`config.mk`:
```
export PLATFORM = sky130hd
export DESIGN_NAME = instruction_fetch_unit
export DESIGN_NICKNAME = d
export VERILOG_FILES = /design/src/rtl/mips_fetch_pkg.sv /design/src/rtl/fetch_fifo.sv /design/src/rtl/instruction_fetch_unit.sv
export SDC_FILE = /design/constraint.sdc
export NUM_CORES = 1
export LEC_CHECK = 0
export BUFFER_PORTS_ARGS = -buffer_cell sky130_fd_sc_hd__buf_2
export CAP_MARGIN = 15
export CORE_ASPECT_RATIO = 2
export CORE_UTILIZATION = 28
export CTS_BUF_LIST = sky130_fd_sc_hd__clkbuf_16
export CTS_CLUSTER_DIAMETER = 80
export DETAILED_ROUTE_END_ITERATION = 6
export PLACE_DENSITY_LB_ADDON = 0.25
export SLEW_MARGIN = 20
export SYNTH_ARGS = -nofsm -noshare
export SYNTH_HDL_FRONTEND = slang
export SYNTH_SLANG_ARGS = --single-unit
```
`constraint.sdc`:
```
create_clock -name clk -period 5.6 [get_ports clk]
set_input_delay 1.12 -clock clk [delete_from_list [all_inputs] [get_ports clk]]
set_output_delay 1.12 -clock clk [all_outputs]
set_load 0.01 [all_outputs]
```
`src/rtl/mips_fetch_pkg.sv`:
```
// rtl/mips_fetch_pkg.sv - shared types and constants for the MIPS instruction fetch slice
package mips_fetch_pkg;

    typedef enum logic [1:0] {
        WAIT,
        CAPTURE,
        HOLD,
        TRAP
    } fetch_state_t;

    localparam int          WORD_BYTES = 4;
    localparam int          IMEM_WORDS = 1024;
    localparam logic [31:0] INSTR_NOP  = 32'h0000_0000;

    typedef struct packed {
        logic [31:0] pc;
        logic [31:0] instr;
    } fetch_entry_t;

    function automatic logic [31:0] word_align(input logic [31:0] addr);
        return addr & ~32'(WORD_BYTES - 1);
    endfunction

endpackage

```
`src/rtl/fetch_fifo.sv`:
```
// rtl/fetch_fifo.sv - {pc,instr} buffer between fetch and decode, with flush
// Head outputs hold the last presented entry while the buffer is empty.
module fetch_fifo
    import mips_fetch_pkg::*;
#(
    parameter int FIFO_DEPTH = 2
) (
    input  logic         clk,
    input  logic         reset_n,
    input  logic         flush,
    input  logic         push,
    input  fetch_entry_t push_entry,
    input  logic         pop,
    output logic         full,
    output logic         empty,
    output fetch_entry_t head_entry
);

    localparam int         AW      = $clog2(FIFO_DEPTH);
    localparam logic [AW:0] PTR_ONE = (AW + 1)'(1);

    fetch_entry_t   mem [FIFO_DEPTH];
    fetch_entry_t   last_entry;
    logic [AW:0]    wr_ptr;
    logic [AW:0]    rd_ptr;
    logic           do_push;
    logic           do_pop;

    assign empty   = (wr_ptr == rd_ptr);
    assign full    = (wr_ptr[AW] != rd_ptr[AW]) && (wr_ptr[AW-1:0] == rd_ptr[AW-1:0]);
    assign do_pop  = pop && !empty;
    // A full buffer still takes a write when the head leaves in the same cycle.
    assign do_push = push && (!full || do_pop);

    assign head_entry = empty ? last_entry : mem[rd_ptr[AW-1:0]];

    always_ff @(posedge clk or negedge reset_n) begin
        if (!reset_n) begin
            wr_ptr     <= '0;
            rd_ptr     <= '0;
            last_entry <= '{pc: 32'h0, instr: INSTR_NOP};
        end else begin
            if (!empty)
                last_entry <= mem[rd_ptr[AW-1:0]];
            if (flush) begin
                wr_ptr <= '0;
                rd_ptr <= '0;
            end else begin
                if (do_push)
                    wr_ptr <= wr_ptr + PTR_ONE;
                if (do_pop)
                    rd_ptr <= rd_ptr + PTR_ONE;
            end
        end
    end

    always_ff @(posedge clk) begin
        if (do_push && !flush)
            mem[wr_ptr[AW-1:0]] <= push_entry;
    end

endmodule

```
`src/rtl/instruction_fetch_unit.sv`:
```
// rtl/instruction_fetch_unit.sv - fetch PC, imem wait/capture FSM and decode handoff
// Optional FETCH_MISALIGN_TRAP_EN: misaligned redirect traps instead of being silently aligned.
module instruction_fetch_unit
    import mips_fetch_pkg::*;
#(
    parameter logic [31:0] RESET_PC   = 32'h0000_0000,
    parameter int          MEM_WAIT   = 1,
    parameter int          FIFO_DEPTH = 2
) (
    input  logic        clk,
    input  logic        reset_n,
    output logic [31:0] imem_address,
    input  logic [31:0] imem_instruction,
    input  logic        redirect_valid,
    input  logic [31:0] redirect_target,
    output logic        instr_valid,
    input  logic        instr_ready,
    output logic [31:0] instr_data,
    output logic [31:0] instr_pc,
    output logic        misalign_err
);

    localparam int            WCW       = (MEM_WAIT > 1) ? $clog2(MEM_WAIT) : 1;
    localparam logic [WCW-1:0] WAIT_LAST = WCW'(MEM_WAIT - 1);

    fetch_state_t   state;
    logic [WCW-1:0] wait_cnt;
    logic [31:0]    pc;
    logic           fifo_full;
    logic           fifo_empty;
    logic           pop;
    logic           can_push;
    logic           push;
    fetch_entry_t   head;

    assign imem_address = pc;
    assign instr_valid  = !fifo_empty;
    assign instr_pc     = head.pc;
    assign instr_data   = head.instr;

    assign pop      = instr_valid && instr_ready;
    assign can_push = !fifo_full || pop;
    assign push     = !redirect_valid && ((state == CAPTURE) || (state == HOLD)) && can_push;

    fetch_fifo #(.FIFO_DEPTH(FIFO_DEPTH)) u_fifo (
        .clk        (clk),
        .reset_n    (reset_n),
        .flush      (redirect_valid),
        .push       (push),
        .push_entry ('{pc: pc, instr: imem_instruction}),
        .pop        (pop),
        .full       (fifo_full),
        .empty      (fifo_empty),
        .head_entry (head)
    );

    always_ff @(posedge clk or negedge reset_n) begin
        if (!reset_n) begin
            pc       <= word_align(RESET_PC);
            state    <= WAIT;
            wait_cnt <= '0;
        end else if (redirect_valid) begin
            pc       <= word_align(redirect_target);
            wait_cnt <= '0;
`ifdef FETCH_MISALIGN_TRAP_EN
            state    <= (redirect_target[1:0] != 2'b00) ? TRAP : WAIT;
`else
            state    <= WAIT;
`endif
        end else begin
            case (state)
                WAIT: begin
                    if (wait_cnt == WAIT_LAST)
                        state <= CAPTURE;
                    else
                        wait_cnt <= wait_cnt + WCW'(1);
                end
                CAPTURE, HOLD: begin
                    if (can_push) begin
                        pc       <= pc + 32'(WORD_BYTES);
                        state    <= WAIT;
                        wait_cnt <= '0;
                    end else begin
                        state <= HOLD;
                    end
                end
                default: ;
            endcase
        end
    end

`ifdef FETCH_MISALIGN_TRAP_EN
    logic misalign_q;

    always_ff @(posedge clk or negedge reset_n) begin
        if (!reset_n)
            misalign_q <= 1'b0;
        else if (redirect_valid && (redirect_target[1:0] != 2'b00))
            misalign_q <= 1'b1;
    end

    assign misalign_err = misalign_q;
`else
    assign misalign_err = 1'b0;
`endif

endmodule

```
==> flow_summary.toml, run 1 <==
[placed_design]
gp_congestion = 0.714
numPortBuffers = 160
hpwl_um = 13600
place_area_um2 = 9880
dp_slack_ns = 1.71

[layout]
layout_common_cells = "buf_2, edfxtp_1, dfrtp_1"
multi_input_area_um2 = 2280
final_common_cell = "buf_2"
area_delta_synth_final_pct = 22.1
final_area_um2 = 10600
layout-drive-gt1-share_pct = 25.6
utilization_pct = 34.9
nets = 862
seq_area_um2 = 6230
fillerInstances = 2944

[setup_path]
path_cells = "xnor2_1, nand2_4, buf_4, nor2_1, a21oi_1, buf_2"
crit_path_start_kind = "register"
crit_path_end = "instr_pc[25]"
cp.depth = 6
r2r_start = "u_fifo.rd_ptr[0]"
crit_required_ns = 4.48
reg2reg_slack_ns = 2.21
cp-end-kind = "primary output"
worst_path_max_delay_cell = "dfrtp_4"
critPathTopFamily = "flip-flops"
r2r_end = "imem_address[13]"
slowest_delay_ns = 0.82
cp.buffers_inverters = 2
r2r.worst_path.cells = 7
worstPathArrival_ns = 3.17
critPathMaxFanout = 80
crit_start = "u_fifo.rd_ptr[0]"
critPathKind = "reg -> out"

[sta]
fin_ws_ns = 1.31
timing.final.max_slew_violations = 0
max_freq_ghz = 0.233
tightestPinTransition_ns = 0.976
setup_viol = 0
fin_crit_sh_pct = 76.6
final_hold_viol_count = 0
holdWs_ns = 0.517
rsz0062_at_grt = "no"
fin_worst_skew_ns = 0.0154
slew_headroom_pct = 34.9
fin_crit_ns = 4.29

[detailed_routing]
initialDrtViolationCount = 197
dr.pass1.iters = 4
wirelength_um = 21000
drc = 0
wl_per_cell_um = 17.8
ant_nets = 0
dr_total_vias = 5434
viasPerCell = 4.62

[global_routing]
grt_pass1_wl_um = 32100
first_global_vias = 5526
busiest_layer = "met2"
track_usage_pct = 13.5
grtUsageMet2_pct = 26.2
use_met1_pct = 14.1
grt_overflow = 0
grt_max_degree = 81
antenna_found_initial = 1
grtUsageMet3_pct = 1.90

[min_path]
worst_hold_path_type = "reg -> reg"

[floorplanning]
die_w_um = 126
rows = 90
coreArea_um2 = 30300
io_pins = 166
fp.dieH_um = 251
start_util_pct = 28.6
dieArea_um2 = 31700

[yosys]
synthFlopType = "edfxtp_1"
syn_avg_cell_area_um2 = 13.7
synthDistinctLibCells = 33
netlist_area_um2 = 8660
async_reset_ff_share_pct = 44.6
seq_area_frac_synth_pct = 71.9
ys_seq_elements = 224
synthCells = 633
synth_edf_count = 124
ys_warn_count = 0

[power]
p_total_w = 0.00603
intPower_w = 0.00379
power_density_nw_per_um2 = 570
p_leak_nw = 4.03
pwr-share-comb_pct = 36.4
seqPwrFrac_pct = 40.2
clkPwrFrac_pct = 23.4
power.switching_w = 0.00224
vdd_ir_drop_max_v = 0.000268
switching_share_pct = 37.1

[clock_network]
clock_latency_ns = 0.51
post_cts_resized = 0
post_cts_buffers = 0
htreeDepth = 1
hold_buffers = 0
cts_root_buf = "clkbuf_16"
numCtsBuffers = 22
clk_pin_slew_ns = 0.06
cts_sinks = 224
cts_tree = "built"
cts.path.max_buffers = 3

[job]
drv_cap = 0

[run_status]
status = "finished, final reports clean"
==> through the flow <==
stage / cells / setup TNS (ns)
after floorplan: 635 / -99.83
after global placement: 1136 / 0
after detailed placement: 1136 / 0
after CTS: 1176 / 0
after global routing: 1177 / 0
final: 1177 / 0
==> state kept, by name, summed over array words and instances (netlist names) <==
name / cells
imem_address: 30
state: 2
u_fifo.last_entry: 64
u_fifo.mem: 124
u_fifo.rd_ptr: 2
u_fifo.wr_ptr: 2
==> Yosys cell counts, types with 2 or more instances <==
cell,number,area share [%]
edfxtp_1,124,43
dfrtp_1,100,29
nor2_1,73,3.2
a21oi_1,63,3.6
mux2i_1,63,7.3
nand2_1,38,1.6
o21ai_0,28,1.6
xnor2_1,24,2.4
clkbuf_1,16,0.69
nor4_1,15,1.1
buf_1,13,0.56
and3_1,8,0.58
inv_1,8,0.35
nand4_1,8,0.58
xor2_1,8,0.81
nor3_1,6,0.35
or3_1,6,0.43
and4_1,5,0.51
nand3_1,5,0.29
a31oi_1,3,0.22
buf_4,3,0.26
mux2_2,3,0.39
buf_2,2,0.12
ha_1,2,0.29
==> per-layer routing <==
| layer | routed length (um) | share of wire (%) | vias up |
|---|---|---|---|
| li1 | - | - | 2603 |
| met1 | 7700 | 37 | 2672 |
| met2 | 11900 | 57 | 127 |
| met3 | 751 | 3.6 | 32 |
| met4 | 639 | 3.0 | 0 |
| met5 | 0 | 0 | - |
==> power groups by stage <==
stage	Sequential (W)	Clock [W]	Combinational [W]
2_1_floorplan	0.00240	0	0.00136
3_3_place_gp	0.00245	0	0.00223
3_5_place_dp	0.00247	0	0.00226
4_1_cts	0.00244	0.00147	0.00227
5_1_grt	0.00247	0.00153	0.00242
6_report	0.00243	0.00141	0.00219
==> area by class of cell <==
type / instances / area share, %
diodes: 1 / 0.0237
well taps: 368 / 4.36
clock buffers: 23 / 5.44
flip-flops and latches: 224 / 58.9
repair buffers: 168 / 8.28
clock inverters: 17 / 1.04
multi-input cells: 367 / 21.6
inverters: 9 / 0.320
==> worst min-delay path by stage <==
stage / startpoint / to / slack (ns) / cells after the start
6_report: u_fifo.last_entry[33] / u_fifo.last_entry[33] / 0.52 / 1
5_1_grt: u_fifo.last_entry[33] / u_fifo.last_entry[33] / 0.53 / 1
4_1_cts: u_fifo.last_entry[33] / u_fifo.last_entry[33] / 0.52 / 1
3_5_place_dp: u_fifo.last_entry[33] / u_fifo.last_entry[33] / 0.49 / 1
3_3_place_gp: u_fifo.last_entry[33] / u_fifo.last_entry[33] / 0.49 / 1
2_1_floorplan: state[0] / state[0] / 0.50 / 2
==> cells by family (layout without fill, tap and decap cells) <==
logic type      count (synthesis)  in the layout  share of synthesized area (%)
buf+inv                        44            217                           2.15
xor+xnor                       32             32                           3.24
simple gates                  167            167                           8.95
other cells                     1              4                         0.0433
mux                            66             66                           7.67
compound gates                 97             97                           5.74
fa+ha+maj                       2              2                          0.289
flops                         224            224                           71.9
Power figures use the tool's default switching activity.
==> run 2, diff against run 1 <==
Clock period 5.6 ns to 4.4 ns, I/O delays scaled along.
==> run 2 against run 1 <==
Sequential power is 25% higher. Power is 27% higher. Clock skew is 0.0082 ns lower. Count of clock-buffer cells in the layout is 1 higher. First-iteration DRC count is 7.1% lower. Core utilization is 0.058 points higher. Routed wire length is 1.2% higher. Critical path type unchanged. Sequential share of layout area is 0.097 points lower. Die area stayed put. Critical path depth is 1 lower.
==> flow_summary.toml, run 2 (synthesized netlist as in run 1, its figures left out) <==
[clock_network]
post_cts_resized = 0
htreeDepth = 1
post_cts_buffers = 0
clock_latency_ns = 0.51
clk_pin_slew_ns = 0.06
numCtsBuffers = 22
cts.path.max_buffers = 3
cts_tree = "built"
cts_root_buf = "clkbuf_16"
cts_sinks = 224
hold_buffers = 0

[layout]
final_common_cell = "buf_2"
fillerInstances = 2993
area_delta_synth_final_pct = 22.3
layout-drive-gt1-share_pct = 26.0
nets = 865
layout_common_cells = "buf_2, edfxtp_1, dfrtp_1"
utilization_pct = 35.0
stdcell_count = 1179
diodes = 0
multi_input_area_um2 = 2280
seq_area_um2 = 6230
largest_register_ffs = 124

[placed_design]
numPortBuffers = 160
hpwl_um = 13900
dp_cells = 1139
gp_congestion = 0.744

[sta]
timing.final.max_slew_violations = 0
final_hold_viol_count = 0
setup_viol = 0
setup_tns_ns = 0
rsz0062_at_grt = "no"
fin_crit_ns = 3.71
max_freq_ghz = 0.270
fin_worst_skew_ns = 0.00721
tightestPinTransition_ns = 0.966
slew_headroom_pct = 35.6
fin_crit_sh_pct = 84.2

[setup_path]
critPathKind = "reg -> out"
worstPathArrival_ns = 2.83
r2r.worst_path.cells = 7
slowest_delay_ns = 0.55
r2r_start = "u_fifo.rd_ptr[0]"
worst_path_max_delay_cell = "nand2_4"
crit_start = "u_fifo.rd_ptr[1]"
crit_required_ns = 3.52
critPathMaxFanout = 59
crit_path_start_kind = "register"
cp-end-kind = "primary output"
path_cells = "xnor2_1, nand2_4, buf_4, a21oi_1, buf_2"

[detailed_routing]
dr.pass1.iters = 4
ant_nets = 0
dr_total_vias = 5349
viasPerCell = 4.54
wirelength_um = 21200
wl_per_cell_um = 18.0
drc = 0
initialDrtViolationCount = 183

[floorplanning]
die_w_um = 126
coreArea_um2 = 30300
io_pins = 166
dieArea_um2 = 31700
rows = 90
fp.dieH_um = 251
start_util_pct = 28.6

[power]
vdd_ir_drop_max_v = 0.000337
p_total_w = 0.00768
p_leak_nw = 4.03
power_density_nw_per_um2 = 725

[min_path]
worst_hold_path_type = "in -> async"

[global_routing]
grt_pass1_wl_um = 32200
grt_overflow = 0
track_usage_pct = 13.5
first_global_vias = 5485
antenna_found_initial = 0
grt_max_degree = 60

[run_status]
status = "finished, final reports clean"

[job]
drv_cap = 0
-- run 2: cell count changes in the layout (fill, tap and decap cells not counted), sizes merged --
cell	change
inv	-2
buf	+3
bufinv	-1
clkbuf	+1
diode	-1
clkinv	+2
-- run 2: per-layer routing --
layer,global-route usage (%),vias up,wire [um]
met5,0,-,0
met4,6.13,0,650
met3,1.69,35,658
met2,26.6,111,12000
met1,14.0,2600,7900
li1,-,2603,-
-- run 2: area by class of cell --
cell class              instances  area share (%)
well taps                     368            4.35
repair buffers                171            8.48
flip-flops and latches        224            58.8
clock inverters                16           0.780
multi-input cells             367            21.6
clock buffers                  24            5.67
inverters                       9           0.319
-- run 2: worst max-delay path, delay by kind of cell (launching register included) --
kind,cells,cell delay (ns)
simple gates,1,0.55
compound gates,1,0.22
buf+inv,2,0.59
flops,1,0.41
xor+xnor,1,0.52
-- run 2: through the flow --
step | cell area [um2] | setup slack, ns | hold slack [ns]
after floorplan | 8660 | -1.77 | 0.502
after global placement | 9910 | 1.24 | 0.490
after detailed placement | 9910 | 1.25 | 0.499
after CTS | 10600 | 0.654 | 0.346
after global routing | 10600 | 0.486 | 0.365
final | 10600 | 0.694 | 0.348
-- run 2: power by group --
group,total [W],leakage (nW),internal [W],switching (W)
Combinational,0.00287,1.40,0.00101,0.00186
Clock,0.00178,0.348,0.000987,0.000794
Sequential,0.00303,2.28,0.00283,0.000199
Total,0.00768,4.03,0.00483,0.00285
-- run 2: path summary, 6_finish.rpt --
| kind | end | slack (ns) |
|---|---|---|
| max | instr_data[12] | 0.69 |
| min | imem_address[8] | 0.35 |
| max reg2reg | imem_address[13] | 1.62 |
| min reg2reg | u_fifo.last_entry[33] | 0.53 |
| max in group asynchronous | u_fifo.rd_ptr[0] | 3.12 |
| min in group clk | u_fifo.last_entry[33] | 0.53 |
